**config.mk**
```make
export PLATFORM = sky130hd
export DESIGN_NAME = circuito_exp6
export DESIGN_NICKNAME = d
export VERILOG_FILES = /design/src/rtl/circuito_exp6_pkg.sv /design/src/rtl/circuito_exp6_fd.sv /design/src/rtl/circuito_exp6_hexa7seg.sv /design/src/rtl/circuito_exp6_uc.sv /design/src/rtl/circuito_exp6.sv
export SDC_FILE = /design/constraint.sdc
export NUM_CORES = 1
export LEC_CHECK = 0
export CORE_MARGIN = 4
export CORE_UTILIZATION = 45
export CTS_CLUSTER_DIAMETER = 60
export DETAILED_ROUTE_END_ITERATION = 10
export GPL_TIMING_DRIVEN = 0
export HOLD_SLACK_MARGIN = 0.03
export PLACE_DENSITY = 0.69
export SLEW_MARGIN = 15
export SYNTH_ARGS = -nofsm -noshare
export SYNTH_HDL_FRONTEND = slang
export SYNTH_SLANG_ARGS = --single-unit
```
**constraint.sdc**
```tcl
create_clock -name clock -period 5.2 [get_ports clock]
set_input_delay 0.52 -clock clock [delete_from_list [all_inputs] [get_ports clock]]
set_output_delay 0.52 -clock clock [all_outputs]
set_load 0.03 [all_outputs]
```
**src/rtl/circuito_exp6_pkg.sv**
```systemverilog
// Shared definitions for the memory game: FSM state codes, control/status
// bundles between controller and datapath, ROM contents, state decode.
package circuito_exp6_pkg;

  localparam int TIMEOUT_CYCLES_DEF = 3000;

  typedef enum logic [3:0] {
    INICIAL        = 4'h0,
    PREPARA        = 4'h1,
    ESPERA_JOGADA  = 4'h2,
    REGISTRA       = 4'h3,
    COMPARA        = 4'h4,
    PROXIMA_JOGADA = 4'h5,
    PROXIMA_RODADA = 4'h6,
    INICIO_RODADA  = 4'h9,
    FIM_GANHOU     = 4'hA,
    FIM_TIMEOUT    = 4'hD,
    FIM_ERRO       = 4'hE
  } estado_t;

  // controller -> datapath strobes
  typedef struct packed {
    logic zera_e;    // clear address counter
    logic conta_e;   // increment address counter
    logic zera_l;    // clear limit (round) counter
    logic conta_l;   // increment limit counter
    logic zera_r;    // clear jogada register
    logic registra;  // load botoes into jogada register
    logic zera_t;    // clear timeout counter
    logic conta_t;   // advance timeout counter
  } ctrl_fd_t;

  // datapath -> controller conditions
  typedef struct packed {
    logic jogada;        // one-cycle pulse on rising edge of |botoes
    logic fim_timeout;   // timeout counter at its last count
    logic igual_jogada;  // jogada register == ROM[address]
    logic igual_seq;     // address == limit
    logic fim_rodadas;   // limit == 15 (last round)
  } status_t;

  typedef struct packed {
    ctrl_fd_t fd;
    logic     ganhou;
    logic     perdeu;
    logic     pronto;
    logic     timeout;
  } saida_t;

  function automatic logic [3:0] rom_data(input logic [3:0] a);
    logic [3:0] d;
    case (a)
      4'h0: d = 4'b0001;  4'h1: d = 4'b0010;  4'h2: d = 4'b0100;  4'h3: d = 4'b1000;
      4'h4: d = 4'b0100;  4'h5: d = 4'b0010;  4'h6: d = 4'b0001;  4'h7: d = 4'b0001;
      4'h8: d = 4'b0010;  4'h9: d = 4'b0010;  4'hA: d = 4'b0100;  4'hB: d = 4'b0100;
      4'hC: d = 4'b1000;  4'hD: d = 4'b1000;  4'hE: d = 4'b0001;  default: d = 4'b0100;
    endcase
    return d;
  endfunction

  // Moore decode of a state into datapath strobes and game flags.
  function automatic saida_t decodifica(input estado_t e);
    saida_t s;
    s = '0;
    case (e)
      PREPARA:        begin s.fd.zera_l = 1'b1; s.fd.zera_e = 1'b1; s.fd.zera_r = 1'b1; end
      INICIO_RODADA:  begin s.fd.zera_e = 1'b1; s.fd.zera_t = 1'b1; end
      ESPERA_JOGADA:  s.fd.conta_t = 1'b1;
      REGISTRA:       s.fd.registra = 1'b1;
      PROXIMA_JOGADA: begin s.fd.conta_e = 1'b1; s.fd.zera_t = 1'b1; end
      PROXIMA_RODADA: s.fd.conta_l = 1'b1;
      FIM_GANHOU:     begin s.pronto = 1'b1; s.ganhou = 1'b1; end
      FIM_ERRO:       begin s.pronto = 1'b1; s.perdeu = 1'b1; end
      FIM_TIMEOUT:    begin s.pronto = 1'b1; s.perdeu = 1'b1; s.timeout = 1'b1; end
      default:        s = '0;
    endcase
    return s;
  endfunction

endpackage

```
**src/rtl/circuito_exp6_fd.sv**
```systemverilog
// Game datapath (fluxo de dados): address/limit counters, jogada register,
// button edge detector, ROM, comparators and the jogada timeout counter.
//  fd            strobes from the controller
//  botoes        player buttons
//  st            conditions to the controller
//  endereco, limite, jogada, memoria  internal values for debug/LEDs
//  fim_seq       address == 15
//  tem_jogada    |botoes
module fluxo_dados_exp6
  import circuito_exp6_pkg::*;
#(
  parameter int TIMEOUT_CYCLES = TIMEOUT_CYCLES_DEF
) (
  input  logic       clock,
  input  logic       reset,
  input  ctrl_fd_t   fd,
  input  logic [3:0] botoes,
  output status_t    st,
  output logic [3:0] endereco,
  output logic [3:0] limite,
  output logic [3:0] jogada,
  output logic [3:0] memoria,
  output logic       fim_seq,
  output logic       tem_jogada
);
  localparam int TW = (TIMEOUT_CYCLES > 1) ? $clog2(TIMEOUT_CYCLES) : 1;
  localparam logic [TW-1:0] T_LAST = TW'(TIMEOUT_CYCLES - 1);

  logic [TW-1:0] cnt_t;
  logic          botoes_prev;

  assign tem_jogada = |botoes;
  assign memoria    = rom_data(endereco);
  assign fim_seq    = (endereco == 4'hF);

  always_ff @(posedge clock) begin
    if (reset) begin
      endereco    <= '0;
      limite      <= '0;
      jogada      <= '0;
      cnt_t       <= '0;
      botoes_prev <= 1'b0;
    end else begin
      botoes_prev <= tem_jogada;
      if (fd.zera_e)        endereco <= '0;
      else if (fd.conta_e)  endereco <= endereco + 4'd1;
      if (fd.zera_l)        limite <= '0;
      else if (fd.conta_l)  limite <= limite + 4'd1;
      if (fd.zera_r)        jogada <= '0;
      else if (fd.registra) jogada <= botoes;
      // stops at its last count so the expiry flag stays stable
      if (fd.zera_t)                          cnt_t <= '0;
      else if (fd.conta_t && cnt_t != T_LAST) cnt_t <= cnt_t + 1'b1;
    end
  end

  assign st.jogada       = tem_jogada & ~botoes_prev;
  assign st.fim_timeout  = (cnt_t == T_LAST);
  assign st.igual_jogada = (jogada == memoria);
  assign st.igual_seq    = (endereco == limite);
  assign st.fim_rodadas  = (limite == 4'hF);
endmodule

```
**src/rtl/circuito_exp6_hexa7seg.sv**
```systemverilog
// Hex digit to 7-segment decoder, active-low, bit order gfedcba.
//  hexa  in  4  digit value
//  sseg  out 7  segment drive (0 = lit)
module hexa7seg (
  input  logic [3:0] hexa,
  output logic [6:0] sseg
);
  always_comb begin
    sseg = 7'b1111111;
    case (hexa)
      4'h0: sseg = 7'b1000000;  4'h1: sseg = 7'b1111001;
      4'h2: sseg = 7'b0100100;  4'h3: sseg = 7'b0110000;
      4'h4: sseg = 7'b0011001;  4'h5: sseg = 7'b0010010;
      4'h6: sseg = 7'b0000010;  4'h7: sseg = 7'b1111000;
      4'h8: sseg = 7'b0000000;  4'h9: sseg = 7'b0010000;
      4'hA: sseg = 7'b0001000;  4'hB: sseg = 7'b0000011;
      4'hC: sseg = 7'b1000110;  4'hD: sseg = 7'b0100001;
      4'hE: sseg = 7'b0000110;  4'hF: sseg = 7'b0001110;
      default: sseg = 7'b1111111;
    endcase
  end
endmodule

```
**src/rtl/circuito_exp6_uc.sv**
```systemverilog
// Game controller (unidade de controle). Outputs are registered from the
// next-state decode so they line up exactly with the state they belong to.
//  clock, reset   sync active-high reset
//  jogar          start/restart request
//  st             datapath conditions
//  fd             datapath strobes
//  ganhou/perdeu/pronto/timeout  game flags
//  estado         current state code
module unidade_controle_exp6
  import circuito_exp6_pkg::*;
(
  input  logic       clock,
  input  logic       reset,
  input  logic       jogar,
  input  status_t    st,
  output ctrl_fd_t   fd,
  output logic       ganhou,
  output logic       perdeu,
  output logic       pronto,
  output logic       timeout,
  output logic [3:0] estado
);
  estado_t estado_q, estado_d;
  saida_t  s_q;

  always_comb begin
    estado_d = INICIAL;
    case (estado_q)
      INICIAL:        estado_d = jogar ? PREPARA : INICIAL;
      PREPARA:        estado_d = INICIO_RODADA;
      INICIO_RODADA:  estado_d = ESPERA_JOGADA;
      // a button event wins over a timeout landing on the same cycle
      ESPERA_JOGADA:  estado_d = st.jogada      ? REGISTRA :
                                 st.fim_timeout ? FIM_TIMEOUT : ESPERA_JOGADA;
      REGISTRA:       estado_d = COMPARA;
      COMPARA:        estado_d = !st.igual_jogada ? FIM_ERRO :
                                 !st.igual_seq    ? PROXIMA_JOGADA :
                                 st.fim_rodadas   ? FIM_GANHOU : PROXIMA_RODADA;
      PROXIMA_JOGADA: estado_d = ESPERA_JOGADA;
      PROXIMA_RODADA: estado_d = INICIO_RODADA;
      FIM_GANHOU, FIM_ERRO, FIM_TIMEOUT:
                      estado_d = jogar ? PREPARA : estado_q;
      default:        estado_d = INICIAL;
    endcase
  end

  always_ff @(posedge clock) begin
    if (reset) begin
      estado_q <= INICIAL;
      s_q      <= '0;
    end else begin
      estado_q <= estado_d;
      s_q      <= decodifica(estado_d);
    end
  end

  assign fd      = s_q.fd;
  assign ganhou  = s_q.ganhou;
  assign perdeu  = s_q.perdeu;
  assign pronto  = s_q.pronto;
  assign timeout = s_q.timeout;
  assign estado  = estado_q;
endmodule

```
**src/rtl/circuito_exp6.sv**
```systemverilog
// Memory game top: controller + datapath + four 7-segment debug decoders.
//  clock, reset (sync, active-high), jogar, botoes[3:0]
//  ganhou, perdeu, pronto, leds[3:0]
//  db_*: debug taps (7-seg digits, state code, comparator/event flags)
module circuito_exp6
  import circuito_exp6_pkg::*;
#(
  parameter int TIMEOUT_CYCLES = TIMEOUT_CYCLES_DEF
) (
  input  logic       clock,
  input  logic       reset,
  input  logic       jogar,
  input  logic [3:0] botoes,
  output logic       ganhou,
  output logic       perdeu,
  output logic       pronto,
  output logic [3:0] leds,
  output logic       db_igual,
  output logic [6:0] db_contagem,
  output logic [6:0] db_memoria,
  output logic [6:0] db_estado,
  output logic [6:0] db_jogadafeita,
  output logic [6:0] db_sequencia,
  output logic       db_clock,
  output logic       db_iniciar,
  output logic       db_fimseq,
  output logic       db_igualseq,
  output logic       db_igualjogada,
  output logic       db_tem_jogada,
  output logic       db_timeout
);
  ctrl_fd_t   fd;
  status_t    st;
  logic [3:0] estado, endereco, limite, jogada, memoria;

  unidade_controle_exp6 u_uc (
    .clock(clock), .reset(reset), .jogar(jogar), .st(st), .fd(fd),
    .ganhou(ganhou), .perdeu(perdeu), .pronto(pronto), .timeout(db_timeout),
    .estado(estado)
  );

  fluxo_dados_exp6 #(.TIMEOUT_CYCLES(TIMEOUT_CYCLES)) u_fd (
    .clock(clock), .reset(reset), .fd(fd), .botoes(botoes), .st(st),
    .endereco(endereco), .limite(limite), .jogada(jogada), .memoria(memoria),
    .fim_seq(db_fimseq), .tem_jogada(db_tem_jogada)
  );

  hexa7seg u_hex_cont (.hexa(endereco), .sseg(db_contagem));
  hexa7seg u_hex_mem  (.hexa(memoria),  .sseg(db_memoria));
  hexa7seg u_hex_jog  (.hexa(jogada),   .sseg(db_jogadafeita));
  hexa7seg u_hex_seq  (.hexa(limite),   .sseg(db_sequencia));

  assign leds           = jogada;
  assign db_estado      = {3'b000, estado};
  assign db_igualjogada = st.igual_jogada;
  assign db_igual       = st.igual_jogada;
  assign db_igualseq    = st.igual_seq;
  assign db_clock       = clock;
  assign db_iniciar     = jogar;
endmodule

```
== Word level (Yosys, flattened, before mapping) ==
Memories as Yosys holds them, arrays and structs flattened. A register that Yosys moved wholly into a read port is not among the register bits.
Index checks and enable logic that the tools add are counted.
Storage, ports and cells
  memories: 5
  register bits after elaboration: 40
  latch bits: 0
  RAM bits: 0
  memory bits (read-only): 512
Operators by class
  muxes and demuxes: 27
  shift operators: 0
  multipliers: 0
  magnitude comparators: 0
  add/subtract/negate cells: 3
  equal/unequal tests: 25
  bitwise gates (word level): 2
  divide/modulo/power cells: 0
  reductions and logical operators: 13
Memory list
  (name not given): words 16, width 7, rd ports 1, clocked after memory_dff 1, write ports 0, line circuito_exp6_hexa7seg.sv:10  | case (hexa)
  (name not given): words 16, width 7, rd ports 1, clocked after memory_dff 1, write ports 0, line circuito_exp6_hexa7seg.sv:10
  (name not given): words 16, width 7, rd ports 1, clocked after memory_dff 0, write ports 0, line circuito_exp6_hexa7seg.sv:10
  (name not given): words 16, width 7, rd ports 1, clocked after memory_dff 1, write ports 0, line circuito_exp6_hexa7seg.sv:10
  (name not given): words 16, width 4, rd ports 1, clocked after memory_dff 1, write ports 0, line circuito_exp6_pkg.sv:52  | case (a)
Operator list (count)
  4-bit two-way mux: 14
  4-bit == test (second input constant): 10
  4-bit case mux with 7 select lines: 1
  4-bit by 3-bit == test with 1-bit output (second input constant): 5
  4-bit by 2-bit == test with 1-bit output (second input constant): 4
  2-bit OR reduction: 8
  12-bit by 1-bit adder with 12-bit output (second input constant): 1
  12-bit == test (second input constant): 1
  1-bit two-way mux: 12
  12-bit inequality test (second input constant): 1
  4-bit by 1-bit adder with 4-bit output (second input constant): 2
  4-bit by 1-bit == test with 1-bit output (second input constant): 2
  4-bit == test: 2
  3-bit OR reduction: 2
  4-bit logical NOT: 1
  4-bit OR reduction: 1
  1-bit bitwise AND: 1
  1-bit logical AND: 1
  1-bit inverter: 1

== Longest topological paths before layout ==
Gate-level depths: netlist of the first run.
  depth after elaboration: 8
  depth in mapped cells: 9
  mapped depth without buffers: 8

== Modules after synthesis ==
From an unflattened synthesis of the first run, not the netlist that was laid out.
Unflattened totals
  cells, all modules: 351
  area, all modules: 3279.4 µm²
Modules (own cells, without submodules)
  fluxo_dados_exp6: instances 1, area each 1406.3 µm², cells an instance 145, seq. area each 580.6 µm²
  hexa7seg: instances 4, area each 275.3 µm², cells an instance 32, seq. area each 0.0 µm²
  unidade_controle_exp6: instances 1, area each 723.2 µm², cells an instance 71, seq. area each 300.3 µm²
  circuito_exp6: instances 1, area each 48.8 µm², cells an instance 7, seq. area each 0.0 µm²

==> results.md, run 1 <==
- Status: finished, final reports clean
- CTS-repair resized insts: 0
- Post-detail-place hpwl: 5.39 mm
- Psw: roughly 0.00028 W
- Dominant cell type by area after synthesis: dfxtp_1
- Port Buf Inserts: between 50 and 60
- Worst-path clk slew: 0.07 ns
- Flop pwr share: 48.2%
- Global-route wire length before repair: roughly 12 mm
- Core Area: approximately 7400 sq um
- Top-area cell type share of the netlist area: a little under two fifths
- Leakage power: ~1.8 nW
- Seq cells post-synth: 65
- Post-CTS Setup Inserts: 0
- Design Power: between 0.001 and 0.0015 W
- Vias in the first global route: about 2700
- Area grow syn2layout: 24.1%
- Prevailing post-synth register cell: dfxtp_1
- Horiz. Die Dim: slightly below 100 um
- Worst reg-to-reg setup slack: roughly 2.8 ns
- Crit. End Element: output port
- Fin Setup TNS: 0 ns
- Skew-Pair Late Insertion Delay: between 0.4 and 0.5 ns
- Layout cells sized above 1: a little over a tenth
- Number of hold buffers added after cts: 0
- Clock share of power: between 30% and 40%
- Mean Syn Cell Area: around 9 sq um
- Yosys Warn Count: 0
- # nets final: 494
- Final ANT Viol Nets: 0
- Drt wl/cell: around 13 um
- Max cap viols: 0
- DR vias/cell: approximately 5
- CTS tree: built
- Iter 0 DRT Violations: a little under 80
- Crit Path Category: clk2out
- All-Layer GR Usage: ~16%
- Die height: ~96 um
- RSZ-0062 raised after global routing: no
- Total gr overflow: 0
- Startpoint Class: clock port
- P per Cell Area: about 250 nW/um^2
- Synth top cells by count: dfxtp_1, nor2_1, nand2_1
- Final Hold Viols: 0
- Slew HR: approximately 57%
- Arr. time, crit path: 3.52 ns
- Register area share after synthesis: between 30% and 40%
- Largest net degree at the start of global routing: 11
- FP Rows: 31
- Post-DP Area: around 4200 sq um
- N_diodes: 0
- Initial antenna violation count: 0
- Pre-antenna DRT Iters: 4
- Vias: 2831
- Design Area, Final: 4330 sq um
- Drt drc: 0
- Final setup violating endpoints: 0
- Synth Instances: 391
- Mapped Area: 3490 sq um
- RePlAce Congestion: 0.893
- Most frequent cell after synthesis: dfxtp_1
- Top fanout value on the critical path: 2
- CP required: roughly 4.7 ns
- Sw Ratio: a little over a quarter
- Drt total wl: around 7 mm
- Layout Utilization: between 50 and 60%
- Synth cell types: 56
- Setup Skew: 0.0117 ns
- Area contributors post-synth: dfxtp_1, ha_1, nor2_1
- Number of synthesized flops with an enable pin: 0
- Fin Hold WS: roughly 0.50 ns
- Starting density of the core: about 47%
- Slew Limit Fails: 0
- Combinational Power Share: a little under an eighth
- Die area: roughly 9200 sq um
- Pint: approximately 0.00080 W
- Maximum vdd ir drop: about 0.16 mV
- Worst-margin pin slew: roughly 0.64 ns
- Asr flop ratio synth: 0%
- I/O pin count: 57
- Type of the most critical hold path: reg2reg
## layout by cell type, fill, tap and decap left out, types with 10 or more instances in the layout
| cell type | netlist | final |
|---|---|---|
| a21oi_1 | 16 | 16 |
| nand3_1 | 10 | 10 |
| clkdlybuf4s50_1 | 0 | 53 |
| inv_1 | 21 | 21 |
| xor2_1 | 13 | 13 |
| o22ai_1 | 10 | 10 |
| ha_1 | 27 | 27 |
| clkbuf_8 | 0 | 12 |
| mux2i_1 | 15 | 15 |
| nand2_1 | 31 | 31 |
| nor2_1 | 55 | 55 |
| xnor2_1 | 10 | 10 |
| dfxtp_1 | 65 | 65 |
| o21ai_0 | 10 | 10 |
## cell type report
class	instances	area, sq um
fill	666	3080
multi-input combinational	286	2010
sequential	65	1300
timing repair buffer	52	520
clock buffer	14	179
tap	99	124
inverter	25	93.8
buffer	17	91.3
clock inverter	2	10.0
## per-layer routing
layer	up-vias	track usage, %	wire length [um]
li1	1475	-	-
met1	1281	20.1	3430
met2	67	26.3	3260
met3	8	6.72	440
met4	0	5.33	58
met5	-	0	0
## worst max-delay path: stages
cell and delay (ns):
clkbuf_8 0.11, clkbuf_8 0.12, buf_4 0.12, clkdlybuf4s50_1 0.58
## worst paths after layout
| path | startpoint | to | depth (start not counted) |
|---|---|---|---|
| worst max register to register | u_fd.endereco[0] | u_hex_cont.sseg[3] | 7 |
| worst max-delay path | clock | db_clock | 4 |
| worst min-delay path | u_fd.cnt_t[6] | u_fd.cnt_t[6] | 2 |
| worst min register to register | u_fd.cnt_t[6] | u_fd.cnt_t[6] | 2 |
## kinds of logic (layout without fill, tap and decap cells)
group	count (synthesis)	in the layout	share of synthesized area, %
flip-flops	65	65	37.3
AO/OA/AOI/OAI	57	57	11.0
buffers and inverters	42	110	5.31
adder cells (fa/ha/maj)	27	27	9.68
XOR/XNOR	23	23	5.77
other	1	3	0.107
multiplexers	21	21	7.53
AND/OR/NAND/NOR	155	155	23.3
## power by group through the flow
stage	Clock (W)	Sequential, W	Combinational, W
2_1_floorplan	0.0000288	0.000544	0.0000764
3_3_place_gp	0.0000427	0.000531	0.000127
3_5_place_dp	0.0000427	0.000532	0.000128
4_1_cts	0.000447	0.000520	0.000129
5_1_grt	0.000470	0.000522	0.000139
6_report	0.000430	0.000521	0.000128
## state kept, by name (all words and copies together), names as in the netlist, 7 cells and up
register         flops
u_fd.cnt_t          12
u_hex_cont.sseg      7
u_hex_jog.sseg       7
u_hex_seq.sseg       7
u_uc.fd              7
## through the flow
step           cells  worst slack, ns
2_1_floorplan    393             1.94
3_3_place_gp     545             1.40
3_5_place_dp     545             1.40
4_1_cts          560             1.15
5_1_grt          560             1.13
6_report         560             1.16
Power figures use the tool's default switching activity.
==> run 2, diff against run 1 <==
PLACE_DENSITY = 0.72   (was 0.69)
clock period = 3.6 ns   (was 5.2 ns; I/O delays follow)
==> run 2 against run 1 <==
  * Routed wire length up 1.6%
  * Non-clock buffer count did not move
  * Sequential share of layout area fell by 0.16 points
  * Power up 49%
  * Count of clock-buffer cells in the layout increased by 1
  * Critical path depth did not move
  * Core utilization increased by 0.32 points
  * Final area increased by 0.55%
  * Sequential power up 44%
  * Clock power up 55%
==> results.md, run 2 (synthesis gave the netlist of run 1 again) <==
- CP required: 3.24 ns (was 4.68 ns)
- Arr. time, crit path: 2.72 ns (was 3.52 ns)
- Maximum vdd ir drop: 0.191 mV (was 0.163 mV)
- Post-CTS Setup Inserts: 0 (unchanged)
- All-Layer GR Usage: 17.3% (was 16.5%)
- Setup Skew: 0.00759 ns (was 0.0117 ns)
- Die area: 9230 sq um (unchanged)
- Final ANT Viol Nets: 0 (unchanged)
- RePlAce Congestion: 0.853 (was 0.893)
- Top fanout value on the critical path: 2 (unchanged)
- Met3 wire len: 417 um (was 440 um)
- Total gr overflow: 0 (unchanged)
- Slew HR: 59.2% (was 57.4%)
- Fin Setup TNS: 0 ns (unchanged)
- Startpoint Class: clock port (unchanged)
- Crit Path Category: clk2out (unchanged)
- CP cell instances: clkbuf_8, clkbuf_8, buf_4, clkdlybuf4s50_1 (unchanged)
- Vias in the first global route: 2692 (was 2657)
- P per Cell Area: 368 nW/um^2 (was 249 nW/um^2)
- Drt total wl: 7.30 mm (was 7.19 mm)
- Worst-margin pin slew: 0.609 ns (was 0.637 ns)
- Skew-Pair Late Insertion Delay: 0.44 ns (was 0.43 ns)
- Worst-path clk slew: 0.07 ns (about the same)
- Most frequent cells in the layout: dfxtp_1, nor2_1, clkdlybuf4s50_1, nand2_1, ha_1 (unchanged)
- Die height: 96.1 um (unchanged)
- RSZ-0062 raised after global routing: no (unchanged)
- Max cap viols: 0 (unchanged)
- I/O pin count: 57 (unchanged)
- Layout cells sized above 1: 11.2% (was 10.6%)
- Design Power: 0.00160 W (was 0.00108 W)
- Drt drc: 0 (unchanged)
- Leakage power: 1.77 nW (was 1.76 nW)
- Crit path max-delay cell type: clkdlybuf4s50_1 (unchanged)
- Non-Filler Instances: 563 (was 560)
- Starting density of the core: 47.1% (unchanged)
- Final setup violating endpoints: 0 (unchanged)
- Commonest non-fill, non-tap cell in the layout: dfxtp_1 (unchanged)
- Pre-antenna DRT Iters: 4 (unchanged)
- Vias: 2890 (was 2831)
- Final Hold Viols: 0 (unchanged)
- Drt wl/cell: 13.0 um (was 12.8 um)
- Port Buf Inserts: 53 (unchanged)
- Core Area: 7410 sq um (unchanged)
- Iter 0 DRT Violations: 129 (was 77)
- FP Rows: 31 (unchanged)
- DP Cell Count: 545 (unchanged)
- CTS tree: built (unchanged)
- Max FFs per register: 12 (unchanged)
- DR vias/cell: 5.13 (was 5.06)
- Slew Limit Fails: 0 (unchanged)
- Area grow syn2layout: 24.8% (was 24.1%)
- Worst path max stage delay: 0.58 ns (about the same)
- Status: finished, final reports clean (unchanged)
- Top reg by flops: u_fd.cnt_t (unchanged)
- Crit. End Element: output port (unchanged)
- Post-detail-place hpwl: 5.45 mm (was 5.39 mm)
- Type of the most critical hold path: reg2reg (unchanged)
- Global-route wire length before repair: 12.3 mm (was 11.8 mm)
- Max layer used: met4 (unchanged)
- # nets final: 494 (unchanged)
- Met1 wire length: 3.40 mm (was 3.43 mm)
- Number of hold buffers added after cts: 0 (unchanged)
- Largest net degree at the start of global routing: 11 (unchanged)
- Most common cell on crit path: clkbuf_8 (unchanged)
- N_diodes: 0 (unchanged)
- Initial antenna violation count: 0 (unchanged)
- CTS-repair resized insts: 0 (unchanged)
- Met2 WL: 3.35 mm (was 3.26 mm)
- Horiz. Die Dim: 96.1 um (unchanged)
run 2: path summary, 6_finish.rpt:
| kind | depth (start not counted) | from | slack [ns] | end |
|---|---|---|---|---|
| max | 4 | clock | 0.52 | db_clock |
| max reg2reg | 7 | u_fd.endereco[0] | 1.24 | u_hex_cont.sseg[3] |
| min | 2 | u_fd.cnt_t[1] | 0.50 | u_fd.cnt_t[1] |
| min reg2reg | 2 | u_fd.cnt_t[1] | 0.50 | u_fd.cnt_t[1] |
run 2: final cells by class:
class | count | area (sq um)
Buffer | 17 | 91.3
Clock buffer | 15 | 193
Clock inverter | 4 | 20.0
Fill cell | 672 | 3050
Inverter | 25 | 93.8
Multi-Input combinational cell | 286 | 2010
Sequential cell | 65 | 1300
Tap cell | 99 | 124
Timing Repair Buffer | 52 | 520
run 2: where the power goes:
| part | total (W) | switching, W | internal, W |
|---|---|---|---|
| Clock | 0.000665 | 0.000302 | 0.000363 |
| Sequential | 0.000752 | 0.0000139 | 0.000738 |
| Combinational | 0.000186 | 0.000109 | 0.0000764 |
| Total | 0.00160 | 0.000425 | 0.00118 |
run 2: critical path, delay by kind of cell:
kind / cells / cell delay [ns]
buffers and inverters: 4 / 0.92
run 2: metrics by stage:
stage          hold WS, ns  cell area (sq um)  utilization (%)  setup WS [ns]
2_1_floorplan        0.463               3500                -           1.30
3_5_place_dp         0.488               4150             56.0          0.561
6_report             0.501               4350             58.8          0.522
4_1_cts              0.498               4350             58.8          0.509
3_3_place_gp         0.474               4150             56.0          0.566
5_1_grt              0.534               4350             58.8          0.500
run 2: routing by layer:
| metal | global-route usage (%) | up-vias |
|---|---|---|
| li1 | - | 1466 |
| met1 | 21.7 | 1342 |
| met2 | 26.7 | 70 |
| met3 | 7.04 | 12 |
| met4 | 6.40 | 0 |
| met5 | 0 | - |
